**config.mk**
```make
export PLATFORM = sky130hd
export DESIGN_NAME = bdp_seq_ctrl
export DESIGN_NICKNAME = d
export VERILOG_FILES = /design/src/rtl/bdp_pkg.sv /design/src/rtl/bdp_col_pick.sv /design/src/rtl/bdp_seq_ctrl.sv
export SDC_FILE = /design/constraint.sdc
export NUM_CORES = 1
export LEC_CHECK = 0
export CORE_MARGIN = 2
export CORE_UTILIZATION = 34
export CTS_CLUSTER_DIAMETER = 150
export DETAILED_ROUTE_END_ITERATION = 10
export PLACE_DENSITY_LB_ADDON = 0.15
export SYNTH_ARGS = -nofsm -noshare
export SYNTH_HDL_FRONTEND = slang
export SYNTH_SLANG_ARGS = --single-unit
export TNS_END_PERCENT = 50
```
**constraint.sdc**
```tcl
create_clock -name clk -period 4.29 [get_ports clk]
set_input_delay 1.287 -clock clk [delete_from_list [all_inputs] [get_ports clk]]
set_output_delay 1.287 -clock clk [all_outputs]
set_load 0.03 [all_outputs]
```
**src/rtl/bdp_pkg.sv**
```systemverilog
// Shared constants and FSM encoding for the bDP bit-serial sequencer.
package bdp_pkg;

  localparam int LANES     = 8;
  localparam int ACT_W     = 8;
  localparam int BDP_RES_W = 16;
  localparam int BDP_LAT   = 2;

  typedef logic [1:0] state_t;

  localparam state_t ST_IDLE  = 2'd0;
  localparam state_t ST_ISSUE = 2'd1;
  localparam state_t ST_DRAIN = 2'd2;
  localparam state_t ST_DONE  = 2'd3;

endpackage

```
**src/rtl/bdp_col_pick.sv**
```systemverilog
// Lowest-set-bit picker over the remaining weight column mask.
module bdp_col_pick #(
  parameter int W = 7
) (
  input  logic [W-1:0] mask,
  output logic [2:0]   idx,
  output logic [W-1:0] clr,
  output logic         empty
);

  // Isolate the lowest set bit and encode its position.
  always_comb begin
    clr   = mask & (~mask + W'(1));
    empty = (mask == {W{1'b0}});
    idx   = 3'd0;
    for (int i = 0; i < W; i++) begin
      idx = idx | (clr[i] ? 3'(i) : 3'd0);
    end
  end

endmodule

```
**src/rtl/bdp_seq_ctrl.sv**
```systemverilog
// Sequencer that feeds nonzero weight bit-columns to one bDP unit and
// accumulates the shifted partial sums into an 8-lane dot product.
module bdp_seq_ctrl #(
  parameter int MAG_BITS = 7,
  parameter int ACC_W    = 20,
  parameter int BDP_LAT  = bdp_pkg::BDP_LAT
) (
  input  logic                                 clk,
  input  logic                                 rstn,
  input  logic                                 in_valid,
  output logic                                 in_ready,
  input  logic [63:0]                          in_act,
  input  logic [bdp_pkg::LANES*MAG_BITS-1:0]   in_wmag,
  input  logic [7:0]                           in_wsign,
  output logic [63:0]                          bdp_activations,
  output logic [7:0]                           bdp_weight_column,
  output logic [7:0]                           bdp_weight_sign,
  output logic [2:0]                           bdp_shift_offset,
  input  logic [15:0]                          bdp_result,
  output logic                                 out_valid,
  input  logic                                 out_ready,
  output logic [ACC_W-1:0]                     out_data,
  output logic [3:0]                           out_cols
);

  import bdp_pkg::*;

  localparam int WM_W = LANES * MAG_BITS;

  state_t              state_r, state_s;
  logic [WM_W-1:0]     wmag_r, wmag_s;
  logic [MAG_BITS-1:0] rem_r, rem_s, col_mask_s, pick_in_s, clr_s;
  logic [2:0]          idx_s, shift_r, shift_s;
  logic                empty_s, tag_in_s, acc_clr_s;
  logic [63:0]         act_r, act_s;
  logic [7:0]          sign_r, sign_s, col_r, col_s;
  logic [3:0]          cnt_r, cnt_s;
  logic [BDP_LAT:0]    tag_r;
  logic [ACC_W-1:0]    acc_r, acc_s;
  logic                in_ready_r, out_valid_r;

  function automatic logic [7:0] col_bits(input logic [WM_W-1:0] w, input logic [2:0] k);
    logic [7:0] c;
    c = 8'd0;
    for (int i = 0; i < LANES; i++) begin
      c[i] = w[MAG_BITS*i + int'(k)];
    end
    return c;
  endfunction

  // Union of all lane magnitudes: which bit-columns carry any work.
  always_comb begin
    col_mask_s = {MAG_BITS{1'b0}};
    for (int i = 0; i < LANES; i++) begin
      col_mask_s = col_mask_s | in_wmag[MAG_BITS*i +: MAG_BITS];
    end
  end

  // The first column is picked straight from the incoming job at accept.
  assign pick_in_s = (state_r == ST_IDLE) ? col_mask_s : rem_r;

  bdp_col_pick #(.W(MAG_BITS)) u_pick (
    .mask  (pick_in_s),
    .idx   (idx_s),
    .clr   (clr_s),
    .empty (empty_s)
  );

  // Next-state and next-issue computation.
  always_comb begin
    state_s   = state_r;
    rem_s     = rem_r;
    wmag_s    = wmag_r;
    act_s     = act_r;
    sign_s    = sign_r;
    shift_s   = shift_r;
    col_s     = 8'd0;
    tag_in_s  = 1'b0;
    cnt_s     = cnt_r;
    acc_clr_s = 1'b0;
    case (state_r)
      ST_IDLE: begin
        if (in_valid && in_ready_r) begin
          wmag_s    = in_wmag;
          act_s     = in_act;
          sign_s    = in_wsign;
          acc_clr_s = 1'b1;
          if (!empty_s) begin
            col_s    = col_bits(in_wmag, idx_s);
            shift_s  = idx_s;
            tag_in_s = 1'b1;
            rem_s    = col_mask_s & ~clr_s;
            cnt_s    = 4'd1;
            state_s  = ST_ISSUE;
          end else begin
            rem_s   = {MAG_BITS{1'b0}};
            cnt_s   = 4'd0;
            state_s = ST_DONE;
          end
        end else begin
          state_s = ST_IDLE;
        end
      end
      ST_ISSUE: begin
        if (!empty_s) begin
          col_s    = col_bits(wmag_r, idx_s);
          shift_s  = idx_s;
          tag_in_s = 1'b1;
          rem_s    = rem_r & ~clr_s;
          cnt_s    = cnt_r + 4'd1;
        end else begin
          state_s = ST_DRAIN;
        end
      end
      ST_DRAIN: begin
        // Done once only the output stage may still hold a result; it is
        // accumulated on this same edge.
        if (tag_r[BDP_LAT-1:0] == {BDP_LAT{1'b0}}) begin
          state_s = ST_DONE;
        end else begin
          state_s = ST_DRAIN;
        end
      end
      ST_DONE: begin
        if (out_ready) begin
          state_s = ST_IDLE;
        end else begin
          state_s = ST_DONE;
        end
      end
      default: begin
        state_s = ST_IDLE;
      end
    endcase
  end

  // Accumulator: adds each tagged bDP result, sign-extended, with wrap.
  always_comb begin
    if (acc_clr_s) begin
      acc_s = {ACC_W{1'b0}};
    end else if (tag_r[BDP_LAT]) begin
      acc_s = acc_r + {{(ACC_W-BDP_RES_W){bdp_result[BDP_RES_W-1]}}, bdp_result};
    end else begin
      acc_s = acc_r;
    end
  end

  // State, issue registers, tag pipe and accumulator.
  always_ff @(posedge clk) begin
    if (!rstn) begin
      state_r     <= ST_IDLE;
      rem_r       <= {MAG_BITS{1'b0}};
      wmag_r      <= {WM_W{1'b0}};
      act_r       <= 64'd0;
      sign_r      <= 8'd0;
      shift_r     <= 3'd0;
      col_r       <= 8'd0;
      cnt_r       <= 4'd0;
      tag_r       <= {(BDP_LAT+1){1'b0}};
      acc_r       <= {ACC_W{1'b0}};
      in_ready_r  <= 1'b0;
      out_valid_r <= 1'b0;
    end else begin
      state_r     <= state_s;
      rem_r       <= rem_s;
      wmag_r      <= wmag_s;
      act_r       <= act_s;
      sign_r      <= sign_s;
      shift_r     <= shift_s;
      col_r       <= col_s;
      cnt_r       <= cnt_s;
      tag_r       <= {tag_r[BDP_LAT-1:0], tag_in_s};
      acc_r       <= acc_s;
      in_ready_r  <= (state_s == ST_IDLE);
      out_valid_r <= (state_s == ST_DONE);
    end
  end

  assign in_ready          = in_ready_r;
  assign out_valid         = out_valid_r;
  assign out_data          = acc_r;
  assign out_cols          = cnt_r;
  assign bdp_activations   = act_r;
  assign bdp_weight_column = col_r;
  assign bdp_weight_sign   = sign_r;
  assign bdp_shift_offset  = shift_r;

endmodule

```
==> results of run 1 <==
==> registers in the layout, summed over array words and instances, names as in the netlist, 3 cells and up <==
register           flops
out_data              20
wmag_r                56
bdp_shift_offset       3
bdp_weight_column      8
rem_r                  7
tag_r                  3
out_cols               4
bdp_weight_sign        8
bdp_activations       64
==> Yosys cell counts (9+ instances only) <==
library cell                 n
sky130_fd_sc_hd__inv_1      12
sky130_fd_sc_hd__a31oi_1    18
sky130_fd_sc_hd__nor3_1      9
sky130_fd_sc_hd__ha_1       21
sky130_fd_sc_hd__nand2_1   335
sky130_fd_sc_hd__o21ai_0    28
sky130_fd_sc_hd__mux2i_1    33
sky130_fd_sc_hd__o22ai_1    10
sky130_fd_sc_hd__a21boi_0  136
sky130_fd_sc_hd__nor2b_1    10
sky130_fd_sc_hd__nand3_1    21
sky130_fd_sc_hd__nor2_1     59
sky130_fd_sc_hd__clkbuf_1   54
sky130_fd_sc_hd__and3_1     11
sky130_fd_sc_hd__dfxtp_1   177
sky130_fd_sc_hd__a21oi_1    42
sky130_fd_sc_hd__xnor2_1    15
==> metrics by stage <==
step | worst slack [ns] | std cells | hold WS (ns)
floorplan | 0.0163 | 1129 | 0.424
global placement | -0.0856 | 1773 | 0.438
detailed placement | -0.182 | 1773 | 0.440
CTS | 0.217 | 1805 | 0.451
global route | 0.0310 | 1805 | 0.483
finish | 0.170 | 1805 | 0.446
==> area by class of cell <==
cell class	instances	area, um2	area share
Timing Repair Buffer	375	3500	0.262
Clock inverter	15	163	0.0122
Inverter	14	55.1	0.00412
Clock buffer	17	425	0.0319
Sequential cell	177	3540	0.265
Tap cell	335	419	0.0314
Multi-Input combinational cell	872	5240	0.393
==> metal layers <==
layer	vias up	share of wire	global-route usage
met5	-	0	0
met4	0	0.014	0.0582
met3	30	0.082	0.0622
met2	338	0.46	0.347
met1	4272	0.45	0.281
li1	4595	-	-
==> cell families after synthesis <==
| logic type | synth area share |
|---|---|
| AO/OA/AOI/OAI | 0.243 |
| flip-flops | 0.389 |
| XOR/XNOR | 0.0154 |
| buffers and inverters | 0.0382 |
| adder cells (fa/ha/maj) | 0.0310 |
| AND/OR/NAND/NOR | 0.225 |
| multiplexers | 0.0585 |
==> worst paths after layout <==
| check | startpoint | end | slack (ns) | depth (start not counted) |
|---|---|---|---|---|
| setup reg to reg | state_r[1] | bdp_weight_column[5] | 0.74 | 9 |
| hold reg to reg | out_cols[3] | out_cols[3] | 0.45 | 1 |
| setup / recovery | in_wmag[27] | bdp_weight_column[5] | 0.17 | 11 |
| hold / removal | out_cols[3] | out_cols[3] | 0.45 | 1 |
==> where the power goes <==
| group | leakage, nW | total, mW | switching (mW) | internal, mW |
|---|---|---|---|---|
| clock network | 0.291 | 1.59 | 0.804 | 0.789 |
| registers | 1.44 | 1.77 | 0.0497 | 1.72 |
| logic | 3.23 | 0.893 | 0.467 | 0.426 |
| total | 4.96 | 4.26 | 1.32 | 2.94 |
==> flow_metrics.env, run 1 <==
export IMPL_num_fill_cells=2574
export IMPL_synth_area_top_cells="sky130_fd_sc_hd__dfxtp_1, sky130_fd_sc_hd__nand2_1, sky130_fd_sc_hd__a21boi_0"
export IMPL_cts_buffers=17
export IMPL_place_detailed_hpwl_um=22000
export IMPL_drt_vias_per_instance=5.12
export IMPL_gate_count_post_synth=1129
export IMPL_layout_cells_most_common_list="sky130_fd_sc_hd__nand2_1, sky130_fd_sc_hd__clkdlybuf4s50_1, sky130_fd_sc_hd__dfxtp_1, sky130_fd_sc_hd__a21boi_0, sky130_fd_sc_hd__buf_4"
export IMPL_detailroute_via_count=9235
export IMPL_asyncSetResetFlopFracSynth=0
export IMPL_power_density_nw_per_um2=319
export IMPL_number_of_global_route_vias_before_repair=8979
export IMPL_cts_tree="yes"
export IMPL_postPlaceCellArea_um2=12800
export IMPL_synth_flop_cell="sky130_fd_sc_hd__dfxtp_1"
export IMPL_fp_coreArea_um2=26200
export IMPL_cts_num_sinks=177
export IMPL_synthesis_area_per_instance_um2=8.07
export IMPL_cp_cell_instances="clkdlybuf4s50_1 -> or4_1 -> o31ai_4 -> nor3_1 -> a21oi_1 -> inv_1 -> ha_1 -> mux2_2 -> o21ai_0 -> o21a_1 -> o21ai_1"
export IMPL_port_buffers=256
export IMPL_drv_max_cap_violation_count=0
export IMPL_synth_top_area_frac=0.389
export IMPL_arrival_worst_endpoint_ns=4.44
export IMPL_worst_clock_skew_ns=0.0149
export IMPL_yosys_register_bits=177
export IMPL_final_core_utilization=0.509
export IMPL_unrepaired_setup_endpoints_after_global_routing="false"
export IMPL_drc_errors=0
export IMPL_die_height_um=168
export IMPL_critical_path_max_stage_delay_ns=0.64
export IMPL_grt_overflow_total=0
export IMPL_design_power_total_mw=4.26
export IMPL_final_max_slew_violation_count=0
export IMPL_cpMaxStageDelayCell="sky130_fd_sc_hd__or4_1"
export IMPL_die_width_um=168
export IMPL_area_delta_synth_final_pct=46.5
export IMPL_grt_antenna_before_repair=0
export IMPL_worst_setup_path_type="input pin to flop"
export IMPL_clock_fmax_ghz=0.243
export IMPL_critPathTopFamily="compound AO/OA/AOI/OAI gates"
export IMPL_gpl_final_weighted_congestion=0.892
export IMPL_timing_critical_path_from_type="input pin"
export IMPL_hold_path_class="flop to flop"
export IMPL_finalSetupViolCount=0
export IMPL_number_of_placement_rows=59
export IMPL_worstPathBufferInverterCount=2
export IMPL_post_synth_top_area_cell="sky130_fd_sc_hd__dfxtp_1"
export IMPL_grt_start_max_net_pins=132
export IMPL_clk_path_buf_depth=2
export IMPL_clock_tree_root_cell="sky130_fd_sc_hd__clkbuf_16"
export IMPL_yosys_warnings=0
export IMPL_cts_hold_buf=0
export IMPL_outcome="complete, no violations"
export IMPL_first_pass_grt_wire_length_um=48400
export IMPL_nNetsFinal=1627
export IMPL_cp_data_required_time_ns=4.61
export IMPL_clock_latency_ns=0.43
export IMPL_synth_nets=1299
export IMPL_tns_ns=0
export IMPL_htreeDepth=4
export IMPL_vdd_drop_max_mv=0.206
export IMPL_layout_commonest_cell="sky130_fd_sc_hd__nand2_1"
export IMPL_number_of_cells_upsized_or_downsized_after_cts=0
export IMPL_diodes=0
export IMPL_drt_pre_antenna_iters=5
export IMPL_slew_limit_headroom=0.379
export IMPL_dieArea_um2=28100
export IMPL_finalHoldViolCount=0
export IMPL_groute_usage_overall=0.215
export IMPL_seq_area_frac_synth=0.389
export IMPL_critical_path_endpoint_type="flop"
export IMPL_period_needed_ns=4.12
export IMPL_p_leak_nw=4.96
export IMPL_post_cts_buffers=0
export IMPL_avgRoutedWirePerCell_um=16.8
export IMPL_final_layout_size_suffix_gt1_frac=0.132
export IMPL_num_io_pins=257
export IMPL_wl_um=30200
export IMPL_synth_enable_flop_cells=0
export IMPL_synth_cell_types=70
export IMPL_finish_instance_area_um2=13300
export IMPL_crit_path_max_fanout=5
export IMPL_syn_area_um2=9110
export IMPL_finalCritPeriodShare=0.960
export IMPL_clk_transition_reported_paths_ns=0.08
export IMPL_initial_core_util=0.348
export IMPL_timing_worst_slew_pin_value_ns=0.928
export IMPL_route_antenna_remaining_nets=0
export IMPL_iter_0_drt_violations=648
Note: power is estimated with default switching activity, not from simulation.
==> inputs of run 2 (changes only) <==
--- a/config.mk
+++ b/config.mk
@@ -5,8 +5,8 @@
 export SDC_FILE = /design/constraint.sdc
 export NUM_CORES = 1
 export LEC_CHECK = 0
-export CORE_MARGIN = 2
-export CORE_UTILIZATION = 34
+export CORE_MARGIN = 4
+export CORE_UTILIZATION = 44
 export CTS_CLUSTER_DIAMETER = 150
 export DETAILED_ROUTE_END_ITERATION = 10
 export PLACE_DENSITY_LB_ADDON = 0.15
==> flow_metrics.env, run 2 (synthesized netlist as in run 1, its figures left out) <==
export IMPL_layout_cells_most_common_list="sky130_fd_sc_hd__nand2_1, sky130_fd_sc_hd__clkdlybuf4s50_1, sky130_fd_sc_hd__dfxtp_1, sky130_fd_sc_hd__a21boi_0, sky130_fd_sc_hd__buf_4"
export IMPL_drc_errors=0
export IMPL_clock_tree_root_cell="sky130_fd_sc_hd__clkbuf_16"
export IMPL_final_cell_count_no_fill=1741
export IMPL_final_max_slew_violation_count=0
export IMPL_htreeDepth=4
export IMPL_nNetsFinal=1628
export IMPL_worst_clock_skew_ns=0.0164
export IMPL_iter_0_drt_violations=662
export IMPL_die_height_um=152
export IMPL_initial_core_util=0.449
export IMPL_postPlaceCellArea_um2=12700
export IMPL_cts_num_sinks=177
export IMPL_diodes=0
export IMPL_arrival_worst_endpoint_ns=4.41
export IMPL_num_io_pins=257
export IMPL_worst_setup_path_type="input pin to flop"
export IMPL_timing_worst_slew_pin_value_ns=1.00
export IMPL_timing_critical_path_from_type="input pin"
export IMPL_tns_ns=0
export IMPL_finish_instance_area_um2=13200
export IMPL_crit_path_max_fanout=5
export IMPL_fin_ws_ns=0.207
export IMPL_critical_path_max_stage_delay_ns=0.64
export IMPL_place_ws_ns=-0.195
export IMPL_cp_data_required_time_ns=4.62
export IMPL_placed_cells=1709
export IMPL_number_of_global_route_vias_before_repair=8797
export IMPL_clock_latency_ns=0.43
export IMPL_cts_buffers=17
export IMPL_worstRegToRegCells=12
export IMPL_final_layout_size_suffix_gt1_frac=0.133
export IMPL_drt_vias_per_instance=5.28
export IMPL_finalHoldViolCount=0
export IMPL_drt_pre_antenna_iters=5
export IMPL_grt_overflow_total=0
export IMPL_post_cts_buffers=0
export IMPL_area_delta_synth_final_pct=45.3
export IMPL_avgRoutedWirePerCell_um=16.5
export IMPL_fp_coreArea_um2=20300
export IMPL_die_width_um=152
export IMPL_crit_cells=11
export IMPL_power_density_nw_per_um2=317
export IMPL_largest_reg_flops=64
export IMPL_clock_fmax_ghz=0.245
export IMPL_wl_um=28800
export IMPL_cp_cell_instances="clkdlybuf4s50_1 -> or4_1 -> o31ai_4 -> nor3_1 -> a21oi_1 -> inv_1 -> ha_1 -> mux2_2 -> o21ai_0 -> o21a_1 -> o21ai_1"
export IMPL_clk_transition_reported_paths_ns=0.08
export IMPL_dieArea_um2=23100
export IMPL_first_pass_grt_wire_length_um=46700
export IMPL_outcome="complete, no violations"
export IMPL_port_buffers=256
export IMPL_unrepaired_setup_endpoints_after_global_routing="false"
export IMPL_cpMaxStageDelayCell="sky130_fd_sc_hd__or4_1"
export IMPL_slew_limit_headroom=0.332
export IMPL_detailroute_via_count=9197
export IMPL_gpl_final_weighted_congestion=0.955
export IMPL_worstPathBufferInverterCount=2
export IMPL_grt_start_max_net_pins=132
export IMPL_hold_path_class="flop to flop"
export IMPL_worst_hold_slack_ns=0.458
export IMPL_grt_antenna_before_repair=0
export IMPL_number_of_placement_rows=52
export IMPL_vdd_drop_max_mv=0.310
export IMPL_clk_path_buf_depth=2
export IMPL_finalSetupViolCount=0
export IMPL_critical_path_endpoint_type="flop"
export IMPL_route_antenna_remaining_nets=0
export IMPL_place_detailed_hpwl_um=21200
export IMPL_cts_hold_buf=0
export IMPL_layout_commonest_cell="sky130_fd_sc_hd__nand2_1"
export IMPL_drv_max_cap_violation_count=0
export IMPL_cts_tree="yes"
export IMPL_period_needed_ns=4.08
export IMPL_groute_usage_overall=0.243
export IMPL_critPathTopFamily="compound AO/OA/AOI/OAI gates"
export IMPL_timing_hold_worst_path_depth=1
export IMPL_number_of_cells_upsized_or_downsized_after_cts=0
export IMPL_p_leak_nw=4.94
export IMPL_finalCritPeriodShare=0.952
[run 2: metrics by stage]
stage / util / power, mW
floorplan: - / 2.26
global placement: 0.624 / 2.69
detailed placement: 0.624 / 2.69
CTS: 0.652 / 4.23
global route: 0.652 / 4.38
finish: 0.652 / 4.19
[run 2: routing by layer]
layer	GRT usage	vias up	share of wire
met5	0	-	0
met4	0.0608	0	0.012
met3	0.0899	26	0.10
met2	0.387	366	0.46
met1	0.313	4226	0.43
li1	-	4579	-
[run 2: final cells by class]
type	count	area [um2]
clock buffers	18	439
clock inverters	14	138
fillers	1844	7060
inverters	14	55.1
multi-input cells	872	5240
flip-flops and latches	177	3540
well taps	270	338
repair buffers	376	3490
[run 2: worst register-to-register path, delay by kind of cell (launching register included)]
family	cells	cell delay, ns
multiplexers	1	0.36
AND/OR/NAND/NOR	1	0.10
buffers and inverters	3	0.49
adder cells (fa/ha/maj)	1	0.43
AO/OA/AOI/OAI	6	1.03
flip-flops	1	0.61
[run 2: power breakdown]
part | internal [mW] | leakage [nW] | switching [mW]
logic | 0.425 | 3.22 | 0.459
registers | 1.72 | 1.44 | 0.0504
clock network | 0.788 | 0.272 | 0.743
total | 2.94 | 4.94 | 1.25
[run 2: path summary, 6_finish.rpt]
check | to | slack [ns] | startpoint
worst min register to register | tag_r[1] | 0.46 | tag_r[0]
worst max register to register | bdp_weight_column[5] | 1.18 | state_r[1]
worst max-delay path | bdp_weight_column[5] | 0.21 | in_wmag[27]
worst min-delay path | tag_r[1] | 0.46 | tag_r[0]
